### src/rtl/branch_unit_if.sv
// Bus between execute/fetch and the branch unit.
// master: execute + fetch side (drives resolutions and fetch_ready).
// slave : branch_unit (owns the fetch PC, flush and link outputs).
interface branch_unit_if #(
  parameter int data_size  = 16,
  parameter int addr_size  = 16,
  parameter int count_size = 16
);
  logic                  in_valid;
  logic                  in_ready;
  logic [1:0]            kind;
  logic [data_size-1:0]  cond;
  logic [addr_size-1:0]  in_pc;
  logic [addr_size-1:0]  target;
  logic [addr_size-1:0]  pc_out;
  logic                  pc_valid;
  logic                  fetch_ready;
  logic                  redirect;
  logic                  link_valid;
  logic [addr_size-1:0]  link_value;
  logic [count_size-1:0] taken_count;

  modport master (
    output in_valid, kind, cond, in_pc, target, fetch_ready,
    input  in_ready, pc_out, pc_valid, redirect, link_valid, link_value, taken_count
  );

  modport slave (
    input  in_valid, kind, cond, in_pc, target, fetch_ready,
    output in_ready, pc_out, pc_valid, redirect, link_valid, link_value, taken_count
  );
endinterface

### src/rtl/branch_unit.sv
// Branch resolution and fetch PC sequencer.
// Ports:
//   clk    - clock, all state on rising edge
//   rst_n  - asynchronous active-low reset
//   bus    - branch_unit_if.slave: resolution input (in_valid/in_ready, kind,
//            cond, in_pc, target), fetch request (pc_out, pc_valid,
//            fetch_ready), flush/link pulses and taken-transfer counter.
//
// state | meaning
// BOOT  | one idle cycle after reset, no fetch, no resolutions
// RUN   | fetching sequentially, accepting resolutions
// FLUSH | one bubble after a taken transfer; resolutions ignored
module branch_unit #(
  parameter int          data_size    = 16,
  parameter int          addr_size    = 16,
  parameter int unsigned reset_vector = 0,
  parameter int          count_size   = 16
) (
  input  logic             clk,
  input  logic             rst_n,
  branch_unit_if.slave     bus
);

  localparam logic [1:0] BOOT  = 2'd0;
  localparam logic [1:0] RUN   = 2'd1;
  localparam logic [1:0] FLUSH = 2'd2;

  localparam logic [addr_size-1:0] RV = addr_size'(reset_vector);

  logic [1:0]            state_q, state_d;
  logic [addr_size-1:0]  pc_q, pc_d;
  logic                  redirect_q, redirect_d;
  logic                  link_valid_q, link_valid_d;
  logic [addr_size-1:0]  link_value_q, link_value_d;
  logic [count_size-1:0] count_q, count_d;

  logic run;
  logic fetch_hs;
  logic res_hs;
  logic taken;

  // Only the comparator's bit 0 carries meaning.
  logic unused_cond;
  assign unused_cond = ^bus.cond[data_size-1:1];

  assign run      = (state_q == RUN);
  assign fetch_hs = run && bus.fetch_ready;
  assign res_hs   = run && bus.in_valid;
  assign taken    = res_hs && (bus.kind[1] || (bus.kind == 2'b01 && bus.cond[0]));

  always_comb begin
    state_d      = state_q;
    pc_d         = pc_q;
    redirect_d   = 1'b0;
    link_valid_d = 1'b0;
    link_value_d = link_value_q;
    count_d      = count_q;
    case (state_q)
      BOOT:  state_d = RUN;
      RUN: begin
        // A taken transfer overrides the sequential increment.
        if (taken) begin
          state_d    = FLUSH;
          pc_d       = bus.target;
          redirect_d = 1'b1;
          if (count_q != '1) count_d = count_q + 1'b1;
          if (bus.kind == 2'b11) begin
            link_valid_d = 1'b1;
            link_value_d = bus.in_pc + 1'b1;
          end
        end else if (fetch_hs) begin
          pc_d = pc_q + 1'b1;
        end
      end
      FLUSH: state_d = RUN;
      default: state_d = BOOT;
    endcase
  end

  always_ff @(posedge clk or negedge rst_n) begin
    if (!rst_n) begin
      state_q      <= BOOT;
      pc_q         <= RV;
      redirect_q   <= 1'b0;
      link_valid_q <= 1'b0;
      link_value_q <= '0;
      count_q      <= '0;
    end else begin
      state_q      <= state_d;
      pc_q         <= pc_d;
      redirect_q   <= redirect_d;
      link_valid_q <= link_valid_d;
      link_value_q <= link_value_d;
      count_q      <= count_d;
    end
  end

  assign bus.in_ready    = run;
  assign bus.pc_valid    = run;
  assign bus.pc_out      = pc_q;
  assign bus.redirect    = redirect_q;
  assign bus.link_valid  = link_valid_q;
  assign bus.link_value  = link_value_q;
  assign bus.taken_count = count_q;

endmodule

### src/flat_wrapper.sv
// flat-port wrapper written by rule: the top's interface ports become plain ports
module branch_unit_flat 
#(
  parameter int          data_size    = 16,
  parameter int          addr_size    = 16,
  parameter int unsigned reset_vector = 0,
  parameter int          count_size   = 16
)
  (clk, rst_n, bus_in_valid, bus_kind, bus_cond, bus_in_pc, bus_target, bus_fetch_ready, bus_in_ready, bus_pc_out, bus_pc_valid, bus_redirect, bus_link_valid, bus_link_value, bus_taken_count);
  branch_unit_if #(.data_size(data_size), .addr_size(addr_size), .count_size(count_size)) bus_i ();
  input  logic clk;
  input  logic rst_n;
  input wire logic [$bits(bus_i.in_valid)-1:0] bus_in_valid;
  input wire logic [$bits(bus_i.kind)-1:0] bus_kind;
  input wire logic [$bits(bus_i.cond)-1:0] bus_cond;
  input wire logic [$bits(bus_i.in_pc)-1:0] bus_in_pc;
  input wire logic [$bits(bus_i.target)-1:0] bus_target;
  input wire logic [$bits(bus_i.fetch_ready)-1:0] bus_fetch_ready;
  output wire logic [$bits(bus_i.in_ready)-1:0] bus_in_ready;
  output wire logic [$bits(bus_i.pc_out)-1:0] bus_pc_out;
  output wire logic [$bits(bus_i.pc_valid)-1:0] bus_pc_valid;
  output wire logic [$bits(bus_i.redirect)-1:0] bus_redirect;
  output wire logic [$bits(bus_i.link_valid)-1:0] bus_link_valid;
  output wire logic [$bits(bus_i.link_value)-1:0] bus_link_value;
  output wire logic [$bits(bus_i.taken_count)-1:0] bus_taken_count;
  assign bus_i.in_valid = bus_in_valid;
  assign bus_i.kind = bus_kind;
  assign bus_i.cond = bus_cond;
  assign bus_i.in_pc = bus_in_pc;
  assign bus_i.target = bus_target;
  assign bus_i.fetch_ready = bus_fetch_ready;
  assign bus_in_ready = bus_i.in_ready;
  assign bus_pc_out = bus_i.pc_out;
  assign bus_pc_valid = bus_i.pc_valid;
  assign bus_redirect = bus_i.redirect;
  assign bus_link_valid = bus_i.link_valid;
  assign bus_link_value = bus_i.link_value;
  assign bus_taken_count = bus_i.taken_count;
  branch_unit #(.data_size(data_size), .addr_size(addr_size), .reset_vector(reset_vector), .count_size(count_size)) u_core (.clk(clk), .rst_n(rst_n), .bus(bus_i));
endmodule
### config.mk
export PLATFORM = sky130hd
export DESIGN_NAME = branch_unit_flat
export DESIGN_NICKNAME = d
export VERILOG_FILES = /design/src/rtl/branch_unit_if.sv /design/src/rtl/branch_unit.sv /design/src/flat_wrapper.sv
export SDC_FILE = /design/constraint.sdc
export NUM_CORES = 1
export LEC_CHECK = 0
export CORE_MARGIN = 4
export CORE_UTILIZATION = 30
export CTS_BUF_LIST = sky130_fd_sc_hd__clkbuf_2
export DETAILED_ROUTE_END_ITERATION = 10
export PLACE_DENSITY_LB_ADDON = 0.08
export SETUP_SLACK_MARGIN = 0.5
export SYNTH_ARGS = -nofsm -noshare
export SYNTH_HDL_FRONTEND = slang
export SYNTH_SLANG_ARGS = --single-unit
### constraint.sdc
create_clock -name clk -period 2.5 [get_ports clk]
set_input_delay 0.5 -clock clk [delete_from_list [all_inputs] [get_ports clk]]
set_output_delay 0.5 -clock clk [all_outputs]
set_load 0.01 [all_outputs]
==> reports/metrics.yaml, run 1 <==
synth.area.top_cells: "dfrtp_1 49%, xor2_1 7.3%, nand2_1 6.9%, xnor2_1 6.3%, o21ai_0 4.7%"
fin_setup_tns_ns: 0
finalCritPeriodShare_pct: 76.53
synthCells: 270
r2r-end: "u_core.bus.taken_count[9]$_DFFE_PN0P_"
nNetsFinal: 452
r2r_cells: 7
cts_buffers: 5
clk_pin_slew_worst_paths_ns: 0.26
drc: 0
clock_tree.buffer_depth: 2
pin_count: 106
mostFrequentLayoutCells: "78 x clkdlybuf4s50_1, 49 x nand2_1, 43 x dfrtp_1"
dieArea_um2: 10390
critical_path.slowest_cell: "clkdlybuf4s50_1"
grt_max_degree: 34
syn_area_um2: 2648
setup-violations-final: 0
yosysWarnings: 0
die_h_um: 101.9
powerDensity_nw_per_um2: 693.4
fin_skew_ns: 0.02006
cts_tree: "built"
p_leak_uw: 0.001788
grt-ovfl-total: 0
multi_input_area_um2: 1281
cp.buffers_inverters: 1
core_um2: 8636
worstSetupEndpointType: "output port"
min_period_ns: 1.913
ctsHoldBuffers: 0
swShare_pct: 33.62
hold_viol_final: 0
p_int_uw: 1841
start_util_pct: 30.66
grt_pass1_vias: 2278
dr_total_vias: 2293
yosys_register_bits: 52
diodes: 0
post_dp_cell_area_um2: 3694
grt_pass1_wl_um: 10810
startpoint: "u_core.bus.taken_count[11]$_DFFE_PN0P_"
critPathMaxFanout: 3
die_w_um: 101.9
crit_chain: "clkdlybuf4s50_1"
async_reset_ff_share_pct: 100.0
cts_root_buf: "clkbuf_2"
p_seq_share_pct: 42.8
worstPathArrival_ns: 1.41
p_comb_share_pct: 45.0
crit_required_ns: 2.00
hpwl_um: 4886
crit_family: "buffers and inverters"
avgSynthCellArea_um2: 9.806
row_count: 34
reg2reg_slack_ns: 0.70
grt_util_all_layers_pct: 13.09
vdd_drop_max_mv: 0.3327
insertion_delay_ns: 0.43
switching_power_uw: 932.2
power.share.clock_pct: 12.2
synth_edf_count: 0
drtAntennaViolNets: 0
syn_nets: 327
drive_above_1_share_pct: 17.68
drt_wl_total_um: 6640
cts.sinks: 52
cap_violations: 0
fmax_mhz: 522.7
drtIter0Drc: 46
path_class: "reg -> out"
h-tree-depth: 2
worstReg2RegStart: "u_core.bus.taken_count[0]$_DFFE_PN0P_"
first_pass_iters: 4
ys_types: 36
yosysSeqAreaShare_pct: 49.15
finalMaxSlewViolations: 0
worst-path-stages: 1
vias_per_cell: 4.550
fin_area_um2: 3999
status: "finished clean"
ys.flop_type: "dfrtp_1"
place.gp.congestion: 0.7408
antenna_found_initial: 0
critPathLaunchType: "flip-flop"
wl_per_cell_um: 13.17
rsz0062_at_grt: "true"
area_growth_pct: 51.04
final.fill_count: 859
final_common_cell: "clkdlybuf4s50_1"
yosysTopAreaCell: "dfrtp_1"
portBuffers: 90
hp-class: "in -> async"
synth_top_area_share_pct: 49.15
final-seq-area_um2: 1313
worst_slew_pin_slew_ns: 0.6292
endpoint: "bus_taken_count[11]"
max_slew_margin_pct: 58.05
crit_path_max_incr_delay_ns: 0.54
repair_timing:
action / in CTS / in global routing
endpoints found under the setup margin: 22 / 22
pin swaps: 0 / 0
setup buffers: 16 / 15
gates resized for setup: 11 / 11
cells by family (layout without fill, tap and decap cells):
family	after synthesis	in the layout	synth area share, %
XOR/XNOR	41	41	13.56
multiplexers	3	3	1.323
adder cells (fa/ha/maj)	3	3	1.418
AND/OR/NAND/NOR	115	115	24.24
buffers and inverters	16	142	2.457
flip-flops	52	52	49.15
AO/OA/AOI/OAI	40	40	7.845
worst register-to-register path: cells and delay by family (launching register included):
kind,cells,cell delay (ns)
and+or+nand+nor,3,0.51
DFF,1,0.44
AOI/OAI and AO/OA,1,0.28
adders and majority gates,1,0.21
xor gates and xnor gates,1,0.16
buffers and inverters,1,0.15
layout make-up:
cell class	count	share of cell area (%)
Clock buffer	7	0.8761
Clock inverter	1	0.09387
Inverter	8	0.7509
Multi-Input combinational cell	202	32.04
Sequential cell	52	32.82
Tap cell	108	3.379
Timing Repair Buffer	126	30.04
how the worst min path moves through the flow:
stage                                                  endpoint  depth (start not counted)
after floorplan                 u_core.bus.link_valid$_DFF_PN0_                          0
after global placement     u_core.bus.link_value[5]$_DFFE_PN0P_                          2
after detailed placement  u_core.bus.link_value[14]$_DFFE_PN0P_                          2
after CTS                  u_core.bus.link_value[6]$_DFFE_PN0P_                          1
after global routing          u_core.bus.pc_out[10]$_DFFE_PN0P_                          1
final                         u_core.bus.pc_out[10]$_DFFE_PN0P_                          1
synth_stat cells (2+ instances only):
library cell	n
nor4_1	2
and3_1	3
a31oi_1	3
inv_2	2
a21oi_1	4
ha_1	3
nand3_1	14
clkbuf_1	6
inv_1	6
nor2_1	11
nor4_2	4
nand2_1	49
o21ai_1	7
dfrtp_1	52
xor2_1	22
nor3_2	3
xnor2_1	19
mux2i_1	2
o21ai_0	25
nand4_1	14
nor3_1	4
state kept, by name, summed over array words and instances, names as in the netlist:
name	count
u_core.bus.link_value	16
u_core.bus.link_valid	1
u_core.state_q	2
u_core.bus.redirect	1
u_core.bus.taken_count	16
u_core.bus.pc_out	16
routing by layer:
layer	vias up	global-route usage, %	routed length, µm
met4	0	3.633	70
met1	1053	16.84	3007
met2	59	21.43	3022
li1	1176	-	-
met5	-	0	0
met3	5	4.027	540
metrics by stage:
stage	utilization [%]	total power (µW)	setup slack, ns	hold slack (ns)	std cells
floorplan	-	1676	0.8738	0.2044	270
global placement	42.77	2294	0.3002	0.4649	465
detailed placement	42.77	2299	0.2491	0.4729	465
CTS	44.71	2759	0.5011	0.02690	489
global route	46.31	2995	0.4780	0.02112	504
finish	46.31	2773	0.5867	0.02728	504
power groups by stage:
stage | Sequential (µW) | Combinational, µW | Clock, µW
finish | 1190 | 1250 | 339
CTS | 1220 | 1170 | 365
global route | 1220 | 1380 | 399
floorplan | 1360 | 317 | 0
detailed placement | 1300 | 1000 | 0
global placement | 1300 | 995 | 0
No activity file was read; power rests on OpenSTA's default activity.
==> inputs of run 2 (changes only) <==
==> constraint.sdc (replaced) <==
create_clock -name clk -period 1.8 [get_ports clk]
set_input_delay 0.36 -clock clk [delete_from_list [all_inputs] [get_ports clk]]
set_output_delay 0.36 -clock clk [all_outputs]
set_load 0.01 [all_outputs]
==> reports/metrics.yaml, run 2 (synthesized netlist as in run 1, its figures left out) <==
place.gp.congestion: 0.7061  # -4.7%
drive_above_1_share_pct: 56.22  # +39 points
p_seq_share_pct: 33.9  # -8.9 points
swShare_pct: 35.18  # +1.6 points
drt_wl_total_um: 8590  # +29%
p_int_uw: 3227  # +75%
power.share.clock_pct: 9.8  # -2.4 points
grt_pass1_wl_um: 13170  # +22%
fmax_mhz: 588.6
clk_pin_slew_worst_paths_ns: 0.27  # about the same
cts.sinks: 52  # unchanged
worst_slew_pin_slew_ns: 0.3759  # -0.2534 ns
h-tree-depth: 2  # unchanged
final_common_cell: "buf_4"
grt_pass1_vias: 2737  # +20%
portBuffers: 90  # unchanged
setup-violations-final: 0  # unchanged
vias_per_cell: 4.710  # +3.5%
row_count: 34  # unchanged
min_period_ns: 1.699
hpwl_um: 5069  # +3.7%
cts_buffers: 5  # unchanged
drtAntennaViolNets: 0  # unchanged
insertion_delay_ns: 0.44  # about the same
antenna_found_initial: 0  # unchanged
worstSetupEndpointType: "flip-flop"
drc: 0  # unchanged
critPathLaunchType: "flip-flop"
start_util_pct: 30.66  # unchanged
crit_required_ns: 2.18  # +0.18 ns
startpoint: "u_core.bus.taken_count[0]$_DFFE_PN0P_"
finalMaxSlewViolations: 0  # unchanged
fin_skew_ns: 0.01737  # -0.002691 ns
switching_power_uw: 1751  # +88%
pre_cts_ws_ns: -0.1936  # -0.4427 ns
grt_max_degree: 53  # +56%
mostFrequentLayoutCells: "78 x buf_4, 57 x buf_6, 44 x dfrtp_1"
vdd_drop_max_mv: 0.7449  # +120%
power_uw: 4978  # +80%
cts_tree: "built"
rsz0062_at_grt: "true"
p_leak_uw: 0.002437  # +36%
status: "finished clean"
p_comb_share_pct: 56.4  # +11 points
first_pass_iters: 4  # unchanged
cap_violations: 0  # unchanged
pin_count: 106  # unchanged
hp-class: "in -> async"
powerDensity_nw_per_um2: 959.2  # +38%
wl_per_cell_um: 14.56  # +11%
clock_tree.buffer_depth: 2  # unchanged
grt_util_all_layers_pct: 16.01  # +2.9 points
cts_root_buf: "clkbuf_2"
final.fill_count: 757  # -12%
fin_ws_ns: 0.1011  # -0.4856 ns
final-seq-area_um2: 1311  # about the same
nNetsFinal: 538  # +19%
dr_total_vias: 2779  # +21%
worstReg2RegStart: "u_core.bus.taken_count[0]$_DFFE_PN0P_"
finish.utilization_pct: 60.10  # +14 points
worstPathArrival_ns: 2.08  # +0.67 ns
hold_viol_final: 0  # unchanged
area_growth_pct: 96.03
dieArea_um2: 10390  # unchanged
grt-ovfl-total: 0  # unchanged
die_h_um: 101.9  # unchanged
core_um2: 8636  # unchanged
critPathMaxFanout: 4  # +1
finalCritPeriodShare_pct: 94.38
die_w_um: 101.9  # unchanged
max_slew_margin_pct: 74.71  # +17 points
diodes: 0  # unchanged
multi_input_area_um2: 1677  # +31%
path_class: "reg -> reg"
drtIter0Drc: 31  # -33%
-- run 2: changes by cell type in the layout (fill, tap and decap cells not counted), sizes merged --
| cell | change |
|---|---|
| clkdlybuf4s50 | -41 |
| dlygate4sd3 | +1 |
| clkbuf | +1 |
| clkdlybuf4s15 | -2 |
| buf | +136 |
| dlymetal6s2s | -9 |
-- run 2: worst max-delay path, stage by stage (launching register included) --
cell and delay, ns:
dfrtp_1 0.46, buf_6 0.13, ha_4 0.14, nand2_4 0.06, nor4_4 0.34, a21oi_1 0.12
buf_4 0.18, nand4_1 0.10, xnor2_1 0.12
-- run 2: path summary, 6_finish.rpt --
| kind | slack [ns] | endpoint | cells after the start |
|---|---|---|---|
| min in group clk | 0.41 | u_core.bus.pc_out[10]$_DFFE_PN0P_ | 3 |
| setup reg to reg | 0.10 | u_core.bus.taken_count[4]$_DFFE_PN0P_ | 8 |
| hold / removal | 0.39 | u_core.bus.pc_out[4]$_DFFE_PN0P_ | 3 |
| hold reg to reg | 0.53 | u_core.bus.link_value[7]$_DFFE_PN0P_ | 2 |
| max in group asynchronous | 1.12 | u_core.bus.taken_count[11]$_DFFE_PN0P_ | 3 |
| setup / recovery | 0.10 | u_core.bus.taken_count[4]$_DFFE_PN0P_ | 8 |
-- run 2: timing repair --
action                                 CTS  global route
pin swaps                               45            28
setup buffers                           71            15
gates resized for setup                292            79
setup endpoints to repair              100           102
endpoints found under the hold margin   52             0
cloned                                   4             1
hold buffers                             1             0
-- run 2: layout make-up --
cell class,count,area share (%)
Clock buffer,7,0.6750
Clock inverter,1,0.07232
Inverter,8,0.8197
Multi-Input combinational cell,202,32.30
Sequential cell,52,25.27
Tap cell,108,2.604
Timing Repair Buffer,212,38.26
-- run 2: metal layers --
layer	up-vias	wire length [µm]	global-route usage [%]
met2	70	4484	28.57
met5	-	0	0
met1	1346	3551	19.92
li1	1354	-	-
met3	9	467	3.140
met4	0	87	3.935
-- run 2: stage by stage --
| stage | hold WS (ns) | instances | TNS, ns | instance area, µm² |
|---|---|---|---|---|
| after floorplan | 0.06441 | 270 | 0 | 2749 |
| after global placement | 0.3834 | 490 | -6.031 | 3965 |
| after detailed placement | 0.3816 | 490 | -3.806 | 3965 |
| after CTS | 0.3574 | 574 | 0 | 4715 |
| after global routing | 0.3693 | 590 | 0 | 5190 |
| final | 0.3928 | 590 | 0 | 5190 |
-- run 2: power groups by stage --
| stage | Combinational [µW] | Clock (µW) | Sequential, µW |
|---|---|---|---|
| 2_1_floorplan | 486 | 0 | 1920 |
| 3_3_place_gp | 1480 | 0 | 1820 |
| 3_5_place_dp | 1490 | 0 | 1830 |
| 4_1_cts | 2380 | 520 | 1650 |
| 5_1_grt | 3010 | 556 | 1720 |
| 6_report | 2810 | 486 | 1690 |
==> inputs of run 3 (changes only) <==
--- a/config.mk
+++ b/config.mk
@@ -5,8 +5,9 @@
 export SDC_FILE = /design/constraint.sdc
 export NUM_CORES = 1
 export LEC_CHECK = 0
+export CORE_ASPECT_RATIO = 1.2
 export CORE_MARGIN = 4
-export CORE_UTILIZATION = 30
+export CORE_UTILIZATION = 45
 export CTS_BUF_LIST = sky130_fd_sc_hd__clkbuf_2
 export DETAILED_ROUTE_END_ITERATION = 10
 export PLACE_DENSITY_LB_ADDON = 0.08
==> reports/metrics.yaml, run 3 (synthesized netlist as in run 1, its figures left out) <==
status: "finished clean"
multi_input_area_um2: 1654  # -1.3%
h-tree-depth: 2  # unchanged
fmax_mhz: 581.8  # -1.2%
cts_tree: "built"
dieArea_um2: 7180  # -31%
crit_path_max_incr_delay_ns: 0.45  # about the same
hpwl_um: 4810  # -5.1%
first_pass_iters: 5  # +1
wl_per_cell_um: 18.07  # +24%
portBuffers: 90  # unchanged
r2r_cells: 8  # unchanged
core_um2: 5668  # -34%
final-seq-area_um2: 1313  # about the same
die_w_um: 78.02  # -23%
grt_pass1_wl_um: 13630  # +3.6%
worst_slew_pin_slew_ns: 0.3907  # +0.01490 ns
worstPathArrival_ns: 2.12  # +0.04 ns
cts.sinks: 52  # unchanged
cts_buffers: 5  # unchanged
drive_above_1_share_pct: 55.11  # -1.1 points
fin_skew_ns: 0.01713  # -0.0002372 ns
die_h_um: 92.03  # -9.7%
row_count: 30  # -12%
setup-violations-final: 0  # unchanged
rsz0062_at_grt: "true"
hold_viol_final: 0  # unchanged
finalMaxSlewViolations: 0  # unchanged
drc: 0  # unchanged
vdd_drop_max_mv: 0.9575  # +29%
critPathMaxFanout: 4  # unchanged
place.gp.congestion: 0.8458  # +20%
cpMostUsedCell: "buf_6"
pin_count: 106  # unchanged
max_slew_margin_pct: 73.71  # -1.0 points
cap_violations: 0  # unchanged
r2r-end: "u_core.bus.taken_count[4]$_DFFE_PN0P_"
worstSetupEndpointType: "flip-flop"
insertion_delay_ns: 0.45  # about the same
final_common_cell: "buf_4"
path_class: "reg -> reg"
clock_tree.buffer_depth: 2  # unchanged
clk_pin_slew_worst_paths_ns: 0.28  # about the same
critical_path.slowest_cell: "dfrtp_1"
grt-ovfl-total: 0  # unchanged
final.fill_count: 215  # -72%
dr_total_vias: 2957  # +6.4%
post_dp_cell_area_um2: 3908  # -1.5%
min_period_ns: 1.719  # +0.01981 ns
grt_max_degree: 27  # -49%
crit_chain: "buf_6 > ha_4 > nand2_4 > nor4_4 > a21oi_2 > buf_6 > nand4_1 > xnor2_1"
mostFrequentLayoutCells: "77 x buf_4, 51 x buf_6, 43 x dfrtp_1"
start_util_pct: 46.71  # +16 points
vias_per_cell: 5.290  # +12%
finalCritPeriodShare_pct: 95.48  # +1.1 points
finish.utilization_pct: 90.95  # +31 points
drt_wl_total_um: 10100  # +18%
diodes: 0  # unchanged
p_leak_uw: 0.002440  # +0.10%
drtIter0Drc: 73  # +140%
drtAntennaViolNets: 0  # unchanged
fin_area_um2: 5155  # -0.68%
reg2reg_slack_ns: 0.08  # -0.02 ns
hp-class: "in -> async"
crit_required_ns: 2.20  # +0.02 ns
antenna_found_initial: 0  # unchanged
critPathLaunchType: "flip-flop"
area_growth_pct: 94.71
nNetsFinal: 535  # -0.56%
grt_util_all_layers_pct: 23.77  # +7.8 points
grt_pass1_vias: 2847  # +4.0%
cts_root_buf: "clkbuf_2"
powerDensity_nw_per_um2: 987.8  # +3.0%
worstReg2RegStart: "u_core.bus.taken_count[1]$_DFFE_PN0P_"
run 3: layer usage:
layer	vias up	track usage, %	part of all wire [%]
met5	-	0	0
met1	1457	27.95	36
met3	27	5.501	5.6
li1	1354	-	-
met4	0	9.329	2.9
met2	119	41.64	55
run 3: worst max path at each step:
stage / startpoint / endpoint / slack [ns] / depth (start not counted)
after floorplan: u_core.bus.taken_count[12]$_DFFE_PN0P_ / u_core.bus.taken_count[5]$_DFFE_PN0P_ / 0.29 / 5
after global placement: bus_in_pc[2] / u_core.bus.link_value[9]$_DFFE_PN0P_ / -0.11 / 6
after detailed placement: bus_kind[0] / u_core.bus.taken_count[13]$_DFFE_PN0P_ / -0.19 / 6
after CTS: u_core.state_q[1]$_DFFE_PN0P_ / bus_in_ready / 0.16 / 3
after global routing: u_core.bus.taken_count[0]$_DFFE_PN0P_ / u_core.bus.taken_count[4]$_DFFE_PN0P_ / 0.006 / 8
final: u_core.bus.taken_count[1]$_DFFE_PN0P_ / u_core.bus.taken_count[4]$_DFFE_PN0P_ / 0.08 / 8
run 3: timing repair:
item	in CTS	in global routing
setup endpoints to repair	101	102
endpoints found under the hold margin	12	0
hold buffers	1	0
resized for setup	300	65
buffers inserted	66	19
pin swaps	44	23
cloned	6	0
run 3: final cells by class:
| class | count | area share (%) |
|---|---|---|
| timing repair buffer | 209 | 38.23 |
| multi-input combinational | 202 | 32.09 |
| sequential | 52 | 25.46 |
| tap | 80 | 1.942 |
| inverter | 8 | 1.068 |
| clock inverter | 3 | 0.7282 |
| clock buffer | 5 | 0.4854 |
run 3: power by group:
| part | internal [µW] | total [µW] | switching (µW) |
|---|---|---|---|
| Sequential | 1470 | 1690 | 217 |
| Combinational | 1560 | 2780 | 1220 |
| Clock | 226 | 622 | 397 |
run 3: critical path: cells and delay by family, from the launching register on:
family / cells / cell delay [ns]
flip-flops: 1 / 0.45
AO/OA/AOI/OAI: 1 / 0.10
XOR/XNOR: 1 / 0.14
adder cells (fa/ha/maj): 1 / 0.16
buffers and inverters: 2 / 0.27
AND/OR/NAND/NOR: 3 / 0.54
run 3: metrics by stage:
stage                     setup slack [ns]  hold WS (ns)  instances  setup TNS [ns]  total power [µW]
final                              0.08133        0.3076        559               0              5092
after global placement             -0.1118        0.2955        459          -1.184              3284
after detailed placement           -0.1922        0.2899        459          -2.241              3326
after floorplan                     0.2907       0.06441        270               0              2402
after CTS                           0.1617        0.3025        540               0              4491
after global routing              0.006113        0.3078        559               0              5347
